[src/rtl/pio_input_edge_irq.sv]
// Input-only Avalon-MM PIO: synchronises in_port, captures edges into a sticky register
// and raises a level irq. Define PIO_DEBOUNCE_EN to add per-bit debounce counters.
module pio_input_edge_irq #(
  parameter int WIDTH           = 5,
  parameter int EDGE_TYPE       = 1,
  parameter int RESET_SETTLE    = 3,
  parameter int DEBOUNCE_CYCLES = 16
) (
  input  logic             clk,
  input  logic             reset,
  input  logic [1:0]       address,
  input  logic             chipselect,
  input  logic             write_n,
  input  logic [31:0]      writedata,
  output logic [31:0]      readdata,
  input  logic [WIDTH-1:0] in_port,
  output logic             irq
);

  localparam logic [1:0] ADDR_DATA = 2'd0;
  localparam logic [1:0] ADDR_MASK = 2'd2;
  localparam logic [1:0] ADDR_EDGE = 2'd3;

  logic [WIDTH-1:0] r_sync1;
  logic [WIDTH-1:0] r_sync2;
  logic [WIDTH-1:0] w_stab;
  logic [WIDTH-1:0] r_prev;
  logic [3:0]       r_settle;
  logic [WIDTH-1:0] r_irq_mask;
  logic [WIDTH-1:0] r_edge_cap;
  logic [31:0]      r_readdata;
  logic             r_irq;

  logic             w_wr;
  logic [WIDTH-1:0] w_wdata;
  logic [WIDTH-1:0] w_clr;
  logic [WIDTH-1:0] w_rise;
  logic [WIDTH-1:0] w_fall;
  logic [WIDTH-1:0] w_edge;
  logic [WIDTH-1:0] w_edge_new;
  logic [31:0]      w_rd_next;
  logic             w_unused;

  // Upper writedata bits are don't-care for narrow configurations.
  assign w_unused = ^{writedata, 32'(DEBOUNCE_CYCLES)};

  // NOTE: state registers use <= so every flop samples pre-edge values, whatever the block order.
  always_ff @(posedge clk) begin
    if (reset) begin
      r_sync1 <= '0;
      r_sync2 <= '0;
    end else begin
      r_sync1 <= in_port;
      r_sync2 <= r_sync1;
    end
  end

`ifdef PIO_DEBOUNCE_EN
  localparam int CNT_W = $clog2(DEBOUNCE_CYCLES + 1);
  localparam logic [CNT_W-1:0] CNT_LAST = CNT_W'(DEBOUNCE_CYCLES - 1);

  logic [CNT_W-1:0] r_db_cnt [WIDTH];
  logic [WIDTH-1:0] r_stab;

  // NOTE: the counter array is plain flops, not RAM, so it is reset like any other register.
  always_ff @(posedge clk) begin
    if (reset) begin
      for (int i = 0; i < WIDTH; i++) r_db_cnt[i] <= '0;
      r_stab <= '0;
    end else begin
      for (int i = 0; i < WIDTH; i++) begin
        if (r_sync2[i] == r_stab[i]) begin
          r_db_cnt[i] <= '0;
        end else if (r_db_cnt[i] == CNT_LAST) begin
          r_stab[i]   <= r_sync2[i];
          r_db_cnt[i] <= '0;
        end else begin
          r_db_cnt[i] <= r_db_cnt[i] + 1'b1;
        end
      end
    end
  end

  assign w_stab = r_stab;
`else
  assign w_stab = r_sync2;
`endif

  // Settle window hides the apparent rise of inputs that are already high out of reset.
  always_ff @(posedge clk) begin
    if (reset) begin
      r_settle <= 4'(RESET_SETTLE);
      r_prev   <= '0;
    end else begin
      r_prev <= w_stab;
      if (r_settle != 4'd0) r_settle <= r_settle - 4'd1;
    end
  end

  assign w_rise  = w_stab & ~r_prev;
  assign w_fall  = ~w_stab & r_prev;
  assign w_wr    = chipselect & ~write_n;
  assign w_wdata = writedata[WIDTH-1:0];
  assign w_clr   = (w_wr && address == ADDR_EDGE) ? w_wdata : '0;

  // NOTE: every always_comb output gets a default first so no path can infer a latch.
  always_comb begin
    w_edge = '0;
    case (EDGE_TYPE)
      1:       w_edge = w_rise;
      2:       w_edge = w_fall;
      3:       w_edge = w_rise | w_fall;
      default: w_edge = '0;
    endcase
    w_edge_new = (r_settle == 4'd0) ? w_edge : '0;
  end

  always_comb begin
    w_rd_next = '0;
    case (address)
      ADDR_DATA: w_rd_next = 32'(w_stab);
      ADDR_MASK: w_rd_next = 32'(r_irq_mask);
      ADDR_EDGE: w_rd_next = 32'(r_edge_cap);
      default:   w_rd_next = '0;
    endcase
  end

  // A new edge is ORed in after the clear, so it wins over a same-cycle clear.
  always_ff @(posedge clk) begin
    if (reset) begin
      r_irq_mask <= '0;
      r_edge_cap <= '0;
      r_readdata <= '0;
      r_irq      <= 1'b0;
    end else begin
      if (w_wr && address == ADDR_MASK) r_irq_mask <= w_wdata;
      r_edge_cap <= (r_edge_cap & ~w_clr) | w_edge_new;
      r_readdata <= w_rd_next;
      r_irq      <= |(r_edge_cap & r_irq_mask);
    end
  end

  assign readdata = r_readdata;
  assign irq      = r_irq;

endmodule

[config.mk]
export PLATFORM = sky130hd
export DESIGN_NAME = pio_input_edge_irq
export DESIGN_NICKNAME = d
export VERILOG_FILES = /design/src/rtl/pio_input_edge_irq.sv
export SDC_FILE = /design/constraint.sdc
export NUM_CORES = 1
export LEC_CHECK = 0
export ABC_AREA = 1
export CORE_ASPECT_RATIO = 0.5
export CORE_MARGIN = 2
export CORE_UTILIZATION = 37
export DETAILED_ROUTE_END_ITERATION = 16
export GPL_TIMING_DRIVEN = 0
export MAX_ROUTING_LAYER = met4
export PLACE_DENSITY = 0.88
export SETUP_SLACK_MARGIN = 0.3
export SKIP_LAST_GASP = 1
export SYNTH_ARGS = -nofsm -noshare
export SYNTH_HDL_FRONTEND = slang
export SYNTH_SLANG_ARGS = --single-unit
[constraint.sdc]
create_clock -name clk -period 0.9 [get_ports clk]
set_input_delay 0.135 -clock clk [delete_from_list [all_inputs] [get_ports clk]]
set_output_delay 0.135 -clock clk [all_outputs]
set_load 0.05 [all_outputs]
==> reports/results.txt, run 1 <==
The run finished, with violations left. The tree is rooted in a sky130_fd_sc_hd__clkbuf_8. The category of the worst setup path launch point was a flop. The routed design has 4380 um of wire. The sequential cell area fraction in the yosys report is 42.8%, and the clock insertion delay at the later pin of the skew report is 0.29 ns. Relative to the synthesized area, the layout overhead comes to 55.5%. The most frequently used cell type in the post-synthesis netlist was sky130_fd_sc_hd__nand2_1.

The synthesized design contains 0 enable-type register cells. Walking the worst path, the cells encountered are inv_2 -> ha_4 -> or2_4 -> a21oi_2. The worst endpoint required time came out at 1.13 ns. The post-CTS clock slew at the launch and capture registers of the worst setup and hold paths works out to 0.07 ns. By area the synthesized netlist is led by sky130_fd_sc_hd__dfxtp_1, sky130_fd_sc_hd__buf_4, sky130_fd_sc_hd__nand2_1. For the pin count of the biggest net entering global routing, the log shows 12. The final setup TNS is -0.825 ns. By count the netlist is led by sky130_fd_sc_hd__nand2_1, sky130_fd_sc_hd__inv_1, sky130_fd_sc_hd__nor2_1. The logs give 0.0744 ns for the final hold slack and 0.925 for the placer congestion estimate.

The first global-routing pass estimated 6300 um of wire. The maximum fanout count along the critical path was 4; the via count of the first global-routing pass was 1,427. The worst endpoint data arrival time was 1.26 ns; the area of the core was 0.00432 mm^2.

The count of port buffers added during placement works out to 20. For the initial antenna violation count, the log shows 0. The worst hold-check path type is in2reg. The final reports fail on negative setup slack.

For this design the ratio of total power to cell area is 1530 mW/mm^2. The clock tree synthesis step divided the H-tree into 2 levels. The filler cells instantiated in the layout total 356. Across all layers, the routed design uses 1,609 vias. The post-synthesis cell count came out at 233.

Count of final hold-check violations: 0. For this run, the post-layout net count is 346. Using the TritonRoute via totals, the vias-per-cell ratio works out to 4.47.

The number of buffers inserted during clock tree synthesis is 5. The distinct cell type count of the synthesized netlist was 19. Summed over all instances, the cell type with the most area after synthesis is sky130_fd_sc_hd__dfxtp_1. The routed wire length per instance is 12.2 um.

The share of the synthesized area in the top cell type was 42.8%; the standard cell area after detailed placement was 0.00208 mm^2. The leftover overflow at the end of global routing was 0. For this design, the sink count on the clock tree is 35. Counting flops and latches in the post-synthesis netlist gives 35. The number of slew-limit violations in the final report was 0.

The finished cells cover 0.00255 mm^2. Excluding fillers, the count of instances in the completed layout stands at 360. The tools report the final setup slack of the worst path as -0.132 ns. For this run, the number of Yosys warnings is 0. For the number of placed instances, taps included, the log shows 336. The largest buffer count on any clock path was 2. The initialized floorplan defines 17 standard-cell rows. Setup repair after global routing could not meet its margin everywhere. In the routed design, unresolved DRC markers number 0. For the final database, setup skew stands at 0.00466 ns. For this configuration, the core starts out at a cell density of 37.9%. The proportion of synthesized flip-flops having asynchronous set or reset is 0%. Global routing used 16.6% of the available tracks across all layers.

Average footprint of a synthesized cell: 7.03 um^2. Setup violations remaining at the end of the flow were counted as 13. The ratio of final minimum period to clock period is 115%. TritonCTS built the clock tree. For this run, the share of the core covered by cells in the final layout is 59.0%.

The routed design could run at a clock period as short as 1.03 ns. Max-cap violation count: 0. Summing internal, switching and leakage power gives 3.89 mW. In the synthesized netlist the dominant register cell turns out to be sky130_fd_sc_hd__dfxtp_1. For the peak clock frequency supported by timing, the log shows 0.969 GHz. The number of antenna diodes in the final layout is 0. The analysis attributes to cell leakage a power of 1.30 nW.

The critical path class was reg2reg. Before CTS, the worst setup slack after placement is -0.458 ns. The tools report the area enclosed by the die boundary as 0.00501 mm^2.

The vertical die dimension came out at 51.0 um. The share of post-route cells with drive strength above 1 works out to 47.5%. The half-perimeter wire length after detailed placement came out at 2360 um.

The remaining antenna violation count was 0; the overall die width was 98.1 um. The element type at the critical path end was a flop. The largest single stage delay on the critical path is 0.36 ns. The run gives 0.485 mV as the maximum ir drop on the vdd rail.

The total I/O pin count is 76. Highest-delay cell along the critical path: sky130_fd_sc_hd__dfxtp_2. The tools report the first-pass iteration count of the detailed router as 4. The area of the mapped netlist was 0.00164 mm^2; the number of violations reported at the end of detailed-routing iteration 0 was 109.
## flip-flops by register name (all words and copies together) (netlist names)
name,flops
r_settle,4
r_sync1,5
irq,1
r_sync2,5
r_irq_mask,5
r_edge_cap,5
readdata,5
r_prev,5
## area by class of cell
type,count,area [um^2],share of cell area [%]
clock inverter,1,7.51,0.295
inverter,42,173,6.78
tap,57,71.3,2.80
timing repair buffer,34,315,12.4
sequential,35,739,29.0
clock buffer,7,96.3,3.78
buffer,32,255,10.0
multi-input combinational,152,888,34.9
## routing by layer
layer / vias up / GRT usage (%) / share of wire [%]
li1: 782 / - / -
met1: 712 / 15.5 / 39
met2: 94 / 31.1 / 48
met3: 21 / 5.06 / 8.4
met4: 0 / 9.95 / 4.2
met5: - / - / 0
## report_power, final
group | leakage [nW] | switching, mW | total, mW | internal, mW
sequential | 0.296 | 0.0617 | 1.68 | 1.62
clock | 0.0505 | 0.567 | 1.26 | 0.696
combinational | 0.952 | 0.602 | 0.942 | 0.340
## worst paths after layout
check	from	endpoint	slack, ns	cells past startpoint
worst min register to register	r_sync1[0]	r_sync2[0]	0.39	2
worst max-delay path	r_settle[1]	r_settle[2]	-0.13	4
worst max register to register	r_settle[1]	r_settle[2]	-0.13	4
worst min-delay path	reset	r_prev[4]	0.07	2
## timing repair
action,4_1_cts,5_1_grt
pin swaps,17,22
setup endpoints to repair,40,29
cloned,2,1
gates resized for setup,101,40
hold buffers,0,0
setup buffers,5,8
## cells by family after synthesis
logic type                 Yosys count  synth area share, %
other                                1                0.229
AOI/OAI and AO/OA                    2                0.611
and+or+nand+nor                    120                 31.3
DFF                                 35                 42.8
adders and majority gates            1                0.764
buffers and inverters               74                 24.3
## worst max-delay path: cells and delay by family (launching register included)
| family | cells | cell delay, ns |
|---|---|---|
| buf+inv | 1 | 0.05 |
| compound gates | 1 | 0.13 |
| flops | 1 | 0.36 |
| fa+ha+maj | 1 | 0.18 |
| simple gates | 1 | 0.26 |
## cells in the final DEF, fill, tap and decap left out, types with 10 or more instances in the layout
cell and n:
sky130_fd_sc_hd__inv_1 34, sky130_fd_sc_hd__nor2_1 26, sky130_fd_sc_hd__dfxtp_1 12, sky130_fd_sc_hd__buf_4 36, sky130_fd_sc_hd__nor2_4 10, sky130_fd_sc_hd__nand2_1 36
sky130_fd_sc_hd__dfxtp_2 19, sky130_fd_sc_hd__nand3_1 13, sky130_fd_sc_hd__conb_1 27, sky130_fd_sc_hd__nand3_2 15
Power figures use the tool's default switching activity.
==> inputs of run 2 (changes only) <==
--- a/config.mk
+++ b/config.mk
@@ -6,6 +6,8 @@
 export NUM_CORES = 1
 export LEC_CHECK = 0
 export ABC_AREA = 1
+export ABC_CLOCK_PERIOD_IN_PS = 900
+export CAP_MARGIN = 15
 export CORE_ASPECT_RATIO = 0.5
 export CORE_MARGIN = 2
 export CORE_UTILIZATION = 37
==> results of run 2 <==
Same layout as run 1: the final DEF is identical, and so are final timing and power.
==> inputs of run 3 (changes only) <==
--- a/config.mk
+++ b/config.mk
@@ -8,7 +8,6 @@
 export ABC_AREA = 1
 export ABC_CLOCK_PERIOD_IN_PS = 900
 export CAP_MARGIN = 15
-export CORE_ASPECT_RATIO = 0.5
 export CORE_MARGIN = 2
 export CORE_UTILIZATION = 37
 export DETAILED_ROUTE_END_ITERATION = 16
==> reports/results.txt, run 3 (synthesis results as in run 1) <==
The tools report the category of the worst setup path launch point as a flop. Vertical die dimension: 70.5 um (+38%). The count of final hold-check violations is 0 (unchanged), and the max-cap violation count is 0 (unchanged).

The half-perimeter wire length after detailed placement came out at 2220 um (-6.0%). Leaving out fill and tap cells, the most frequent cell in the layout is sky130_fd_sc_hd__nand2_1. The setup skew after layout is 0.00697 ns (+0.00231 ns). The final wirelength came out at 3550 um (-19%). The buffer cell driving the clock tree root was sky130_fd_sc_hd__clkbuf_8. The tools report the total number of vias as 1,457 (-9.4%).

In the layout the commonest cells are sky130_fd_sc_hd__nand2_1, sky130_fd_sc_hd__inv_1, sky130_fd_sc_hd__buf_4. For the leakage component of the power, the log shows 1.22 nW (-6.5%). STA classifies the critical path endpoint as a flop. The count of clock tree sinks is 35 (unchanged). The logs give 336 (-2.9%) for the net count of the finished layout and 392 (+10%) for the filler cell count. The tools report the floorplan row count as 24 (+7).

For the number of violations reported at the end of detailed-routing iteration 0, the log shows 92 (-16%). The remaining antenna violation count came out at 0 (unchanged). The total setup violations reported at the end of the flow was 10 (-3); the number of slew-limit violations in the final report was 0 (unchanged). The H-tree depth was 2 (unchanged); the global-route track usage on met3 was 4.13% (-0.93 points). The run gives 76 (unchanged) as the total I/O pin count. For the power consumption, the log shows 3.72 mW (-4.5%). For the area of the core, the log shows 0.00429 mm^2 (-0.55%). In this run the worst setup path begins at r_settle[0]. After global routing, the most crowded layer is met2. Clock insertion delay at the later pin of the skew report: 0.29 ns (about the same). The post-CTS clock slew at the launch and capture registers of the worst setup and hold paths is 0.07 ns (about the same), and the count of unresolved DRC violations after routing is 0 (unchanged). The checks that failed: negative setup slack. The routing usage on met1 came out at 14.9% (-0.58 points). The path class of the tightest hold or removal check is in2reg.

The run gives 0.967 GHz (-0.13%) as the peak clock frequency supported by timing. For the met2 global-route usage, the log shows 25.2% (-5.9 points). In this run the most critical hold path is launched from reset.

The largest buffer count on any clock path is 2 (unchanged). The maximum ir drop on the vdd rail was 0.863 mV (+78%); the first-pass GRT wire length was 5400 um (-14%). Number of buffers inserted during clock tree synthesis: 5 (unchanged). The critical path class was reg2reg. The power density over cell area works out to 1550 mW/mm^2 (+1.7%). The routed wire length per instance works out to 10.3 um (-15%). The count of port buffers added during placement was 20 (unchanged). The area enclosed by the die boundary came out at 0.00497 mm^2 (-0.65%). The ratio of final minimum period to clock period works out to 115% (+0.15 points). For the worst endpoint required time, the log shows 1.08 ns (-0.05 ns). The quantity of hold-fixing buffers added after cts was 0 (unchanged).

The run gives 0.823 (-11%) as the placer congestion estimate. The run gives 14.6% (-2.0 points) as the all-layer global routing usage. The tools report the via count of the first global-routing pass as 1,292 (-9.5%). For the pin count of the biggest net entering global routing, the log shows 14 (+2). The share of post-route cells with drive strength above 1 is 44.4% (-3.2 points), and the maximum fanout count along the critical path is 5 (+1). The worst endpoint data arrival time was 1.21 ns (-0.05 ns).

The leftover overflow at the end of global routing is 0 (unchanged), and the effective utilization at floorplan is 38.1% (+0.21 points). The overall die width is 70.5 um (-28%). The minimum clock period was 1.03 ns (+0.00136 ns); the layout overhead on the synthesized area was 46.0%.

The flow ran to the end, but the final reports show violations. TritonCTS built the clock tree. The run gives 0.0795 ns (+0.00516 ns) as the final hold slack. The diode insertion count for antenna repair is 0 (unchanged). The first-pass iteration count of the detailed router was 5 (+1). In this run the critical register-to-register path is launched from r_settle[0]. The vias per cell works out to 4.22 (-5.5%). The initial antenna violation count is 0 (unchanged), and the final setup slack of the worst path is -0.134 ns (-0.00136 ns).

Setup repair after global routing could not meet its margin everywhere.
-- run 3: through the flow --
| step | cell area [um^2] | setup WS (ns) | utilization, % | std cells | setup TNS [ns] |
|---|---|---|---|---|---|
| 4_1_cts | 2300 | -0.0758 | 53.5 | 344 | -0.572 |
| 3_3_place_gp | 2080 | -0.426 | 48.3 | 331 | -13.33 |
| 3_5_place_dp | 2080 | -0.444 | 48.3 | 331 | -13.64 |
| 6_report | 2390 | -0.134 | 55.7 | 345 | -0.721 |
| 5_1_grt | 2390 | -0.174 | 55.7 | 345 | -1.38 |
| 2_1_floorplan | 1810 | -0.0169 | - | 259 | -0.0169 |
-- run 3: area by class of cell --
class	count	area, um^2	share of cell area [%]
Multi-Input combinational cell	152	848	35.5
Sequential cell	35	729	30.5
Buffer	32	255	10.7
Timing Repair Buffer	24	226	9.47
Inverter	42	173	7.22
Clock buffer	5	68.8	2.88
Tap cell	52	65.1	2.72
Clock inverter	3	25.0	1.05
-- run 3: power by group --
part | switching, mW | internal (mW)
registers | 0.0552 | 1.63
logic | 0.572 | 0.304
clock network | 0.602 | 0.552
total | 1.23 | 2.49
-- run 3: worst paths after layout --
kind	end	slack, ns	cells past startpoint
worst min register to register	r_sync2[0]	0.40	2
worst min-delay path	r_prev[4]	0.08	2
worst max register to register	r_settle[0]	-0.13	5
worst max-delay path	r_settle[0]	-0.13	5
-- run 3: worst max-delay path: stages (launching register included) --
cell	delay, ns
sky130_fd_sc_hd__dfxtp_2	0.35
sky130_fd_sc_hd__inv_4	0.07
sky130_fd_sc_hd__ha_4	0.17
sky130_fd_sc_hd__nand3_4	0.12
sky130_fd_sc_hd__nand2_1	0.13
sky130_fd_sc_hd__nand3_2	0.09
-- run 3: routing by layer --
metal,wire [um],vias up
met5,0,-
met4,86,0
met3,263,10
met2,1880,58
met1,1320,626
li1,-,763
-- run 3: what timing repair did --
action | in CTS | in global routing
gates cloned | 2 | 1
setup buffers | 3 | 0
resized for setup | 91 | 36
setup endpoints to repair | 40 | 32
pin swaps | 14 | 18
